## src/rtl/fme_contador_fases.sv

```systemverilog
// fme_contador_fases: phase-tracking counter that runs in lockstep with the
// interpolation controller. It walks OCIOSO -> ESCRITA -> FASE1 -> GAP2 ->
// FASE2P3 -> FASE3 -> GAP_POS -> POS3 -> OCIOSO and flags the last cycle of
// every counted phase.
// Optional feature: define FME_CONTADOR_ERRO_EN to add the sticky
// erro_sequencia output (enable seen while the tracker is busy).
module fme_contador_fases #(
  parameter int N_ESCRITA = 8,
  parameter int N_FASE1   = 8,
  parameter int N_FASE2P3 = 7,
  parameter int N_FASE3   = 9,
  parameter int N_POS     = 7,
  parameter int CNT_WIDTH = 4
) (
  input  logic                 clock,
  input  logic                 reset,
  input  logic                 enable,
  input  logic                 abortar,
  output logic                 escrita_finalizada,
  output logic                 fase1_finalizada,
  output logic                 fase2p3_finalizada,
  output logic                 fase3_finalizada,
  output logic                 pos_interpolacao_finalizada,
  output logic [CNT_WIDTH-1:0] contador,
  output logic                 ocupado
`ifdef FME_CONTADOR_ERRO_EN
  ,
  output logic                 erro_sequencia
`endif
);

  localparam logic [2:0] OCIOSO  = 3'd0;
  localparam logic [2:0] ESCRITA = 3'd1;
  localparam logic [2:0] FASE1   = 3'd2;
  localparam logic [2:0] GAP2    = 3'd3;
  localparam logic [2:0] FASE2P3 = 3'd4;
  localparam logic [2:0] FASE3   = 3'd5;
  localparam logic [2:0] GAP_POS = 3'd6;
  localparam logic [2:0] POS3    = 3'd7;

  // Terminal counter values: a phase of N cycles ends when contador reaches N-1.
  localparam logic [CNT_WIDTH-1:0] ULT_ESCRITA = CNT_WIDTH'(N_ESCRITA - 1);
  localparam logic [CNT_WIDTH-1:0] ULT_FASE1   = CNT_WIDTH'(N_FASE1 - 1);
  localparam logic [CNT_WIDTH-1:0] ULT_FASE2P3 = CNT_WIDTH'(N_FASE2P3 - 1);
  localparam logic [CNT_WIDTH-1:0] ULT_FASE3   = CNT_WIDTH'(N_FASE3 - 1);
  localparam logic [CNT_WIDTH-1:0] ULT_POS     = CNT_WIDTH'(N_POS - 1);
  // Both gaps last exactly two cycles.
  localparam logic [CNT_WIDTH-1:0] ULT_GAP     = CNT_WIDTH'(1);
  localparam logic [CNT_WIDTH-1:0] CNT_ZERO    = {CNT_WIDTH{1'b0}};
  localparam logic [CNT_WIDTH-1:0] CNT_UM      = CNT_WIDTH'(1);

  logic [2:0]           state_q;
  logic [2:0]           state_d;
  logic [CNT_WIDTH-1:0] cnt_q;
  logic [CNT_WIDTH-1:0] cnt_d;

  logic esc_fim_s;
  logic f1_fim_s;
  logic f2p3_fim_s;
  logic f3_fim_s;
  logic pos_fim_s;
  logic gap_fim_s;
  logic fim_s;
  logic ocupado_s;

  // Decode last-cycle flags purely from registered state and counter.
  always_comb begin
    esc_fim_s  = (state_q == ESCRITA) && (cnt_q == ULT_ESCRITA);
    f1_fim_s   = (state_q == FASE1)   && (cnt_q == ULT_FASE1);
    f2p3_fim_s = (state_q == FASE2P3) && (cnt_q == ULT_FASE2P3);
    f3_fim_s   = (state_q == FASE3)   && (cnt_q == ULT_FASE3);
    pos_fim_s  = (state_q == POS3)    && (cnt_q == ULT_POS);
    gap_fim_s  = ((state_q == GAP2) || (state_q == GAP_POS)) && (cnt_q == ULT_GAP);
    fim_s      = esc_fim_s | f1_fim_s | f2p3_fim_s | f3_fim_s | pos_fim_s | gap_fim_s;
    ocupado_s  = (state_q != OCIOSO);
  end

  assign escrita_finalizada          = esc_fim_s;
  assign fase1_finalizada            = f1_fim_s;
  assign fase2p3_finalizada          = f2p3_fim_s;
  assign fase3_finalizada            = f3_fim_s;
  assign pos_interpolacao_finalizada = pos_fim_s;
  assign contador                    = cnt_q;
  assign ocupado                     = ocupado_s;

  // Next state and counter: abort wins, each state advances on its last cycle.
  always_comb begin
    state_d = state_q;
    cnt_d   = cnt_q;
    if (abortar) begin
      state_d = OCIOSO;
      cnt_d   = CNT_ZERO;
    end else begin
      case (state_q)
        OCIOSO: begin
          if (enable) begin
            state_d = ESCRITA;
          end else begin
            state_d = OCIOSO;
          end
        end
        ESCRITA: state_d = fim_s ? FASE1   : ESCRITA;
        FASE1:   state_d = fim_s ? GAP2    : FASE1;
        GAP2:    state_d = fim_s ? FASE2P3 : GAP2;
        FASE2P3: state_d = fim_s ? FASE3   : FASE2P3;
        FASE3:   state_d = fim_s ? GAP_POS : FASE3;
        GAP_POS: state_d = fim_s ? POS3    : GAP_POS;
        POS3:    state_d = fim_s ? OCIOSO  : POS3;
        default: state_d = OCIOSO;
      endcase
      // Counter restarts on every state change and never runs while idle.
      if ((state_q == OCIOSO) || fim_s) begin
        cnt_d = CNT_ZERO;
      end else begin
        cnt_d = cnt_q + CNT_UM;
      end
    end
  end

  // State and counter registers with synchronous reset.
  always_ff @(posedge clock) begin
    if (reset) begin
      state_q <= OCIOSO;
      cnt_q   <= CNT_ZERO;
    end else begin
      state_q <= state_d;
      cnt_q   <= cnt_d;
    end
  end

`ifdef FME_CONTADOR_ERRO_EN
  logic erro_q;

  // Sticky flag: an enable arriving while busy is a sequencing error.
  always_ff @(posedge clock) begin
    if (reset) begin
      erro_q <= 1'b0;
    end else begin
      erro_q <= erro_q | (enable & ocupado_s);
    end
  end

  assign erro_sequencia = erro_q;
`endif

endmodule

```

## config.mk

```make
export PLATFORM = sky130hd
export DESIGN_NAME = fme_contador_fases
export DESIGN_NICKNAME = d
export VERILOG_FILES = /design/src/rtl/fme_contador_fases.sv
export SDC_FILE = /design/constraint.sdc
export NUM_CORES = 1
export LEC_CHECK = 0
export CORE_UTILIZATION = 40
export DETAILED_ROUTE_END_ITERATION = 16
export GPL_TIMING_DRIVEN = 0
export PLACE_DENSITY = 0.64
export SKIP_CTS_REPAIR_TIMING = 1
export SLEW_MARGIN = 20
export SYNTH_ARGS = -nofsm -noshare
export SYNTH_HDL_FRONTEND = slang
export SYNTH_SLANG_ARGS = --single-unit
```

## constraint.sdc

```tcl
create_clock -name clock -period 2.2 [get_ports clock]
set_clock_uncertainty 0.15 [all_clocks]
set_input_delay 0.22 -clock clock [delete_from_list [all_inputs] [get_ports clock]]
set_output_delay 0.22 -clock clock [all_outputs]
set_load 0.03 [all_outputs]
```

* After elaboration in Yosys (flattened, before gate mapping)
Index checks and enable logic that the tools add are counted.
** Storage, ports and cells
- Register bits after elaboration :: 7
- Input bits :: 4
- Logic and storage cells :: 40
** Operators by class
- Add/subtract/negate cells :: 1
- Eq/ne operators :: 11
- Mux-type cells :: 9
- Bitwise gates (word level) :: 5
- Reductions and logical operators :: 12
** Operator list (count)
- 3-bit case mux with 8 select lines :: 1
- 3-bit equality test (second input constant) :: 4
- 4-bit by 3-bit equality test with 1-bit output (second input constant) :: 2
- 3-bit by 2-bit equality test with 1-bit output (second input constant) :: 2
- 1-bit logical AND :: 6
- 3-bit 2-to-1 mux :: 2
- 1-bit bitwise OR :: 5
- 4-bit by 1-bit adder with 4-bit output (second input constant) :: 1
- 4-bit by 1-bit equality test with 1-bit output (second input constant) :: 1
- 4-bit equality test (second input constant) :: 1
- 1-bit 2-to-1 mux :: 4
- 2-bit 2-to-1 mux :: 2
- 3-bit by 1-bit equality test with 1-bit output (second input constant) :: 1
- 3-bit zero test :: 1
- 3-bit nonzero test :: 1
- 3-bit OR reduction :: 1
- 1-bit logical OR :: 2
- 2-bit OR reduction :: 1

* Longest topological paths before layout
Gate-level depths: netlist (run 1).
- Depth after elaboration :: 9
- Gate-level depth with buffers :: 6
- Depth with buffers taken out :: 6

* Worst setup path before layout (run 1)
No wires, ideal clock.
- Path type :: reg2out
- From :: reg cnt_q[0], in the netlist contador[0]
- To :: out fase1_finalizada
- Arrival :: 1.806 ns
- Required time :: 1.830 ns
- Path slack :: 0.024 ns
- Stages on the path, launching flop included :: 4
- Path buffers :: 0
- Cells stage by stage :: dfxtp_1 -> ha_1 -> nand4bb_1 -> nor3b_1
** On the way
- Longest elaborated chain between the ends :: 2
** RTL lines
- start, declared :: line 54 : logic [CNT_WIDTH-1:0] cnt_q;
- start signal, assigned :: line 127 : cnt_q <= cnt_d;
- 4-bit by 3-bit equality test with 1-bit output :: line 69 : f1_fim_s = (state_q == FASE1) && (cnt_q == ULT_FASE1);
- 1-bit logical AND :: line 69
- end, declared :: line 20 : output logic fase1_finalizada,
No other way between the ends.

* Worst setup path after layout (run 1)
- From :: reg state_q[1]
- To :: out ocupado
** On the way
- Longest elaborated chain between the ends :: 1
** RTL lines
- start, declared :: line 52 : logic [2:0] state_q;
- start signal, assigned :: line 126 : state_q <= state_d;
- 3-bit nonzero test :: line 75 : ocupado_s = (state_q != OCIOSO);
- end, declared :: line 25 : output logic ocupado
No other way between the ends.

==> flow_metrics.env, run 1 <==
export IMPL_finalNetCount=85
export IMPL_critPathRequiredTime_ns=1.83
export IMPL_drive_above_1_share=0.184
export IMPL_rsz0062_at_grt="no"
export IMPL_num_rows=12
export IMPL_wire_per_inst_um=12.7
export IMPL_crit_path_start="state_q[1]$_SDFF_PP0_"
export IMPL_ctsHtreeMaxLevel=1
export IMPL_dp_slack_ns=-0.115
export IMPL_yosys_warnings=0
export IMPL_start_kind="flop"
export IMPL_placed_cell_area_um2=691
export IMPL_drv_slew=0
export IMPL_arrival_ns=1.75
export IMPL_holdWs_ns=0.415
export IMPL_antenna_found_initial=0
export IMPL_place_gp_congestion=0.755
export IMPL_io_buffers=13
export IMPL_finalInstanceArea_um2=733
export IMPL_synth_area_um2=543
export IMPL_synth_nets=67
export IMPL_dr_first_iter_drc_count=13
export IMPL_path_clk_slew_ns=0.05
export IMPL_cts_buffers=3
export IMPL_path_class="flop to primary output"
export IMPL_grt_total_usage=0.179
export IMPL_cp_max_fo=10
export IMPL_drc=0
export IMPL_viasPerCell=5.27
export IMPL_yosysSeqAreaShare=0.258
export IMPL_first_global_vias=409
export IMPL_dp_hpwl_um=833
export IMPL_grt_pass1_wl_mm=1.80
export IMPL_routed_wl_mm=1.15
export IMPL_max_cap_viol_count=0
export IMPL_leakage_nw=0.365
export IMPL_rrSetupSlack_ns=0.40
export IMPL_ios=14
export IMPL_max_freq_ghz=0.473
export IMPL_fp_dieW_um=38.8
export IMPL_r2r_start="contador[0]$_SDFF_PP0_"
export IMPL_grt_max_degree=11
export IMPL_cts_sinks=7
export IMPL_first_pass_iters=4
export IMPL_setup_viol=0
export IMPL_irDropWorstVdd_uv=233
export IMPL_r2r_end="contador[3]$_SDFF_PP0_"
export IMPL_power_density_nw_per_um2=383
export IMPL_fin_util=0.618
export IMPL_synth_distinct_cells=29
export IMPL_vias=474
export IMPL_finalCritPeriodShare=0.961
export IMPL_start_util=0.458
export IMPL_worst_slew_pin_slew_ns=0.378
export IMPL_period_needed_ns=2.12
export IMPL_clock_latency_ns=0.25
export IMPL_die_area_um2=1510
export IMPL_ys_seq_elements=7
export IMPL_cp_endpoint="ocupado"
export IMPL_core_area_um2=1190
export IMPL_antenna_left=0
export IMPL_synthCells=59
export IMPL_fin_setup_tns_ns=0
export IMPL_grt_overflow=0
export IMPL_hold_violations=0
export IMPL_cts_tree="done"
export IMPL_die_height_um=38.8
export IMPL_avgSynthCellArea_um2=9.20
export IMPL_layout_commonest_cell="clkdlybuf4s50_1"
export IMPL_status="complete, no violations"
export IMPL_root_buffer="clkbuf_4"
export IMPL_area_growth_pct=35.0
export IMPL_slew_limit_headroom=0.746
export IMPL_critPathCaptureType="primary output"
export IMPL_hp_class="flop to flop"
export IMPL_cts_buffer_depth=2
export IMPL_mostFrequentLayoutCells="8 x clkdlybuf4s50_1, 7 x dfxtp_1, 5 x nor2_1, 5 x nor3_1, 5 x inv_1"
export IMPL_diodes=0
export IMPL_fin_ws_ns=0.0848
export IMPL_r2r_cells=5
==> area by class of cell <==
cell class,instances,area (µm²)
Timing Repair Buffer,13,135
Multi-Input combinational cell,44,368
Fill cell,102,453
Tap cell,14,17.5
Sequential cell,7,140
Clock buffer,4,26.3
Inverter,5,18.8
Buffer,3,27.5
==> routing by layer <==
layer / up-vias / GRT usage / part of all wire
met1: 216 / 0.261 / 0.52
met5: - / 0 / 0
met3: 2 / 0.0347 / 0.039
met2: 10 / 0.238 / 0.43
li1: 246 / - / -
met4: 0 / 0.103 / 0.0096
==> worst max-delay path, cell delays in order (launching register included) <==
cell and delay, ns:
dfxtp_1 0.35, buf_2 0.20, or3_1 0.35, clkdlybuf4s50_1 0.59
==> kinds of logic (layout without fill, tap and decap cells) <==
logic type,count (synthesis),after routing,share of synthesized area
xor+xnor,4,4,0.0645
fa+ha+maj,4,4,0.0922
mux,2,2,0.0484
simple gates,24,24,0.270
compound gates,10,10,0.182
flops,7,7,0.258
buf+inv,8,25,0.0852
==> cells in the mapped netlist <==
cell type / number / area, µm²
xnor2_1: 2 / 17.5
o311a_1: 1 / 10.0
nor3_1: 5 / 25.0
buf_6: 2 / 22.5
nand2b_1: 1 / 6.26
nand4_2: 1 / 12.5
nor3b_1: 1 / 7.51
o21ba_1: 1 / 10.0
o21ai_1: 1 / 5.00
xor2_1: 2 / 17.5
mux2_4: 1 / 15.0
nand4bb_1: 1 / 11.3
nand3_1: 3 / 15.0
dfxtp_1: 7 / 140
nand3b_1: 1 / 7.51
or3_1: 1 / 6.26
nor4bb_1: 1 / 10.0
inv_1: 5 / 18.8
a31oi_1: 2 / 12.5
nand2_1: 3 / 11.3
o2111ai_4: 1 / 26.3
mux2_2: 1 / 11.3
a211o_1: 1 / 8.76
nand4b_2: 1 / 15.0
o2111ai_1: 1 / 8.76
buf_2: 1 / 5.00
ha_1: 4 / 50.1
nor2_1: 5 / 18.8
o2bb2ai_1: 2 / 17.5
==> metrics by stage <==
stage	std cells	power (W)
6_report	90	0.000281
5_1_grt	90	0.000296
4_1_cts	90	0.000285
3_5_place_dp	86	0.000166
3_3_place_gp	86	0.000166
2_1_floorplan	59	0.000155
==> flip-flops by register name, summed over array words and instances (netlist names) <==
register	count
contador	4
state_q	3
==> worst min path at each step <==
stage                     slack [ns]              startpoint                     end  cells after the start
after detailed placement        0.41  contador[0]$_SDFF_PP0_  contador[0]$_SDFF_PP0_                      1
after global routing            0.45  contador[0]$_SDFF_PP0_  contador[0]$_SDFF_PP0_                      1
after CTS                       0.41  contador[0]$_SDFF_PP0_  contador[0]$_SDFF_PP0_                      1
after global placement          0.40  contador[0]$_SDFF_PP0_  contador[0]$_SDFF_PP0_                      1
after floorplan                 0.28                   reset   state_q[1]$_SDFF_PP0_                      3
final                           0.41  contador[0]$_SDFF_PP0_  contador[0]$_SDFF_PP0_                      1
==> power by group <==
part	total, W	switching (W)	internal (W)
Combinational	0.0000340	0.0000162	0.0000178
Clock	0.000117	0.0000476	0.0000692
Sequential	0.000130	0.00000183	0.000128
(Power assumes the default switching activity.)
==> run 2: changes to the inputs <==
PLACE_DENSITY = 0.66   (was 0.64)
clock period = 1.8 ns   (was 2.2 ns; I/O delays follow)
==> flow_metrics.env, run 2 (same netlist as run 1, synthesis figures left out) <==
export IMPL_worst_slew_pin_slew_ns=0.373
export IMPL_cp_num_buf_inv=1
export IMPL_finalCritPeriodShare=0.988
export IMPL_slew_limit_headroom=0.750
export IMPL_first_global_vias=419
export IMPL_core_area_um2=1190
export IMPL_num_rows=12
export IMPL_path_cells="clkdlybuf4s50_1"
export IMPL_hold_violations=0
export IMPL_start_util=0.458
export IMPL_critPathRequiredTime_ns=1.47
export IMPL_cp_max_fo=8
export IMPL_path_clk_slew_ns=0.05
export IMPL_period_needed_ns=1.78
export IMPL_area_growth_pct=42.4
export IMPL_mostFrequentLayoutCells="6 x clkdlybuf4s50_1, 5 x nor2_1, 5 x inv_1, 5 x clkbuf_4"
export IMPL_largest_reg_flops=4
export IMPL_vias=481
export IMPL_critPathCaptureType="primary output"
export IMPL_routed_wl_mm=1.18
export IMPL_cts_tree="done"
export IMPL_grt_max_degree=11
export IMPL_hp_class="flop to flop"
export IMPL_cts_buffer_depth=2
export IMPL_rsz0062_at_grt="yes"
export IMPL_fin_setup_tns_ns=0
export IMPL_antenna_left=0
export IMPL_antenna_found_initial=0
export IMPL_cpPeakStageDelay_ns=0.72
export IMPL_grt_overflow=0
export IMPL_dp_slack_ns=-0.380
export IMPL_ctsHtreeMaxLevel=1
export IMPL_drv_slew=0
export IMPL_die_height_um=38.8
export IMPL_dr_first_iter_drc_count=8
export IMPL_root_buffer="clkbuf_4"
export IMPL_status="complete, no violations"
export IMPL_diodes=0
export IMPL_viasPerCell=5.29
export IMPL_power_w=0.000343
export IMPL_start_kind="flop"
export IMPL_first_pass_iters=4
export IMPL_arrival_ns=1.45
export IMPL_irDropWorstVdd_uv=448
export IMPL_grt_pass1_wl_mm=1.88
export IMPL_max_cap_viol_count=0
export IMPL_cpLargestDelayFamily="buffers and inverters"
export IMPL_layout_commonest_cell="clkdlybuf4s50_1"
export IMPL_placed_cell_area_um2=703
export IMPL_power_density_nw_per_um2=444
export IMPL_io_buffers=13
export IMPL_grt_total_usage=0.180
export IMPL_leakage_nw=0.357
export IMPL_drc=0
export IMPL_max_freq_ghz=0.562
export IMPL_path_class="flop to primary output"
export IMPL_setup_viol=0
export IMPL_wire_per_inst_um=12.9
export IMPL_fillers=109
export IMPL_dp_hpwl_um=823
export IMPL_fp_dieW_um=38.8
export IMPL_ios=14
export IMPL_place_gp_congestion=0.717
export IMPL_finalNetCount=86
export IMPL_fin_util=0.652
export IMPL_crit_slowest_cell="clkdlybuf4s50_1"
export IMPL_finalInstanceArea_um2=773
export IMPL_fin_ws_ns=0.0217
export IMPL_cts_sinks=7
export IMPL_die_area_um2=1510
export IMPL_drive_above_1_share=0.338
export IMPL_clock_latency_ns=0.25
export IMPL_cts_buffers=3
run 2: cell count changes in the layout (fill, tap and decap cells not counted), sizes merged:
cell           before  now
buf                 3    6
clkbuf              5    7
clkdlybuf4s50       8    6
dlymetal6s2s        4    2
run 2: metal layers:
layer,track usage,vias to the layer above,share of wire
li1,-,254,-
met1,0.239,216,0.47
met2,0.279,9,0.48
met3,0.0347,2,0.025
met4,0.0776,0,0.018
met5,0,-,0
run 2: path summary, 6_finish.rpt:
check	to	cells past startpoint	slack, ns	start
worst max-delay path	contador[2]	1	0.02	contador[2]$_SDFF_PP0_
worst max register to register	contador[3]$_SDFF_PP0_	6	0.10	contador[0]$_SDFF_PP0_
worst min-delay path	contador[0]$_SDFF_PP0_	1	0.34	contador[0]$_SDFF_PP0_
worst min register to register	contador[0]$_SDFF_PP0_	1	0.34	contador[0]$_SDFF_PP0_
run 2: where the power goes:
group | total (W) | internal (W) | switching [W]
clock network | 0.000140 | 0.0000844 | 0.0000553
logic | 0.0000438 | 0.0000234 | 0.0000204
registers | 0.000160 | 0.000157 | 0.00000253
run 2: area by class of cell:
cell class | count | area [µm²] | share of cell area
multi-input cells | 44 | 414 | 0.536
flip-flops and latches | 7 | 144 | 0.186
repair buffers | 14 | 125 | 0.162
plain buffers | 3 | 27.5 | 0.0356
clock buffers | 4 | 26.3 | 0.0340
inverters | 5 | 18.8 | 0.0243
well taps | 14 | 17.5 | 0.0227
run 2: through the flow:
stage	cells	hold slack (ns)
after floorplan	59	0.240
after global placement	86	0.321
after detailed placement	86	0.336
after CTS	90	0.338
after global routing	91	0.353
final	91	0.339
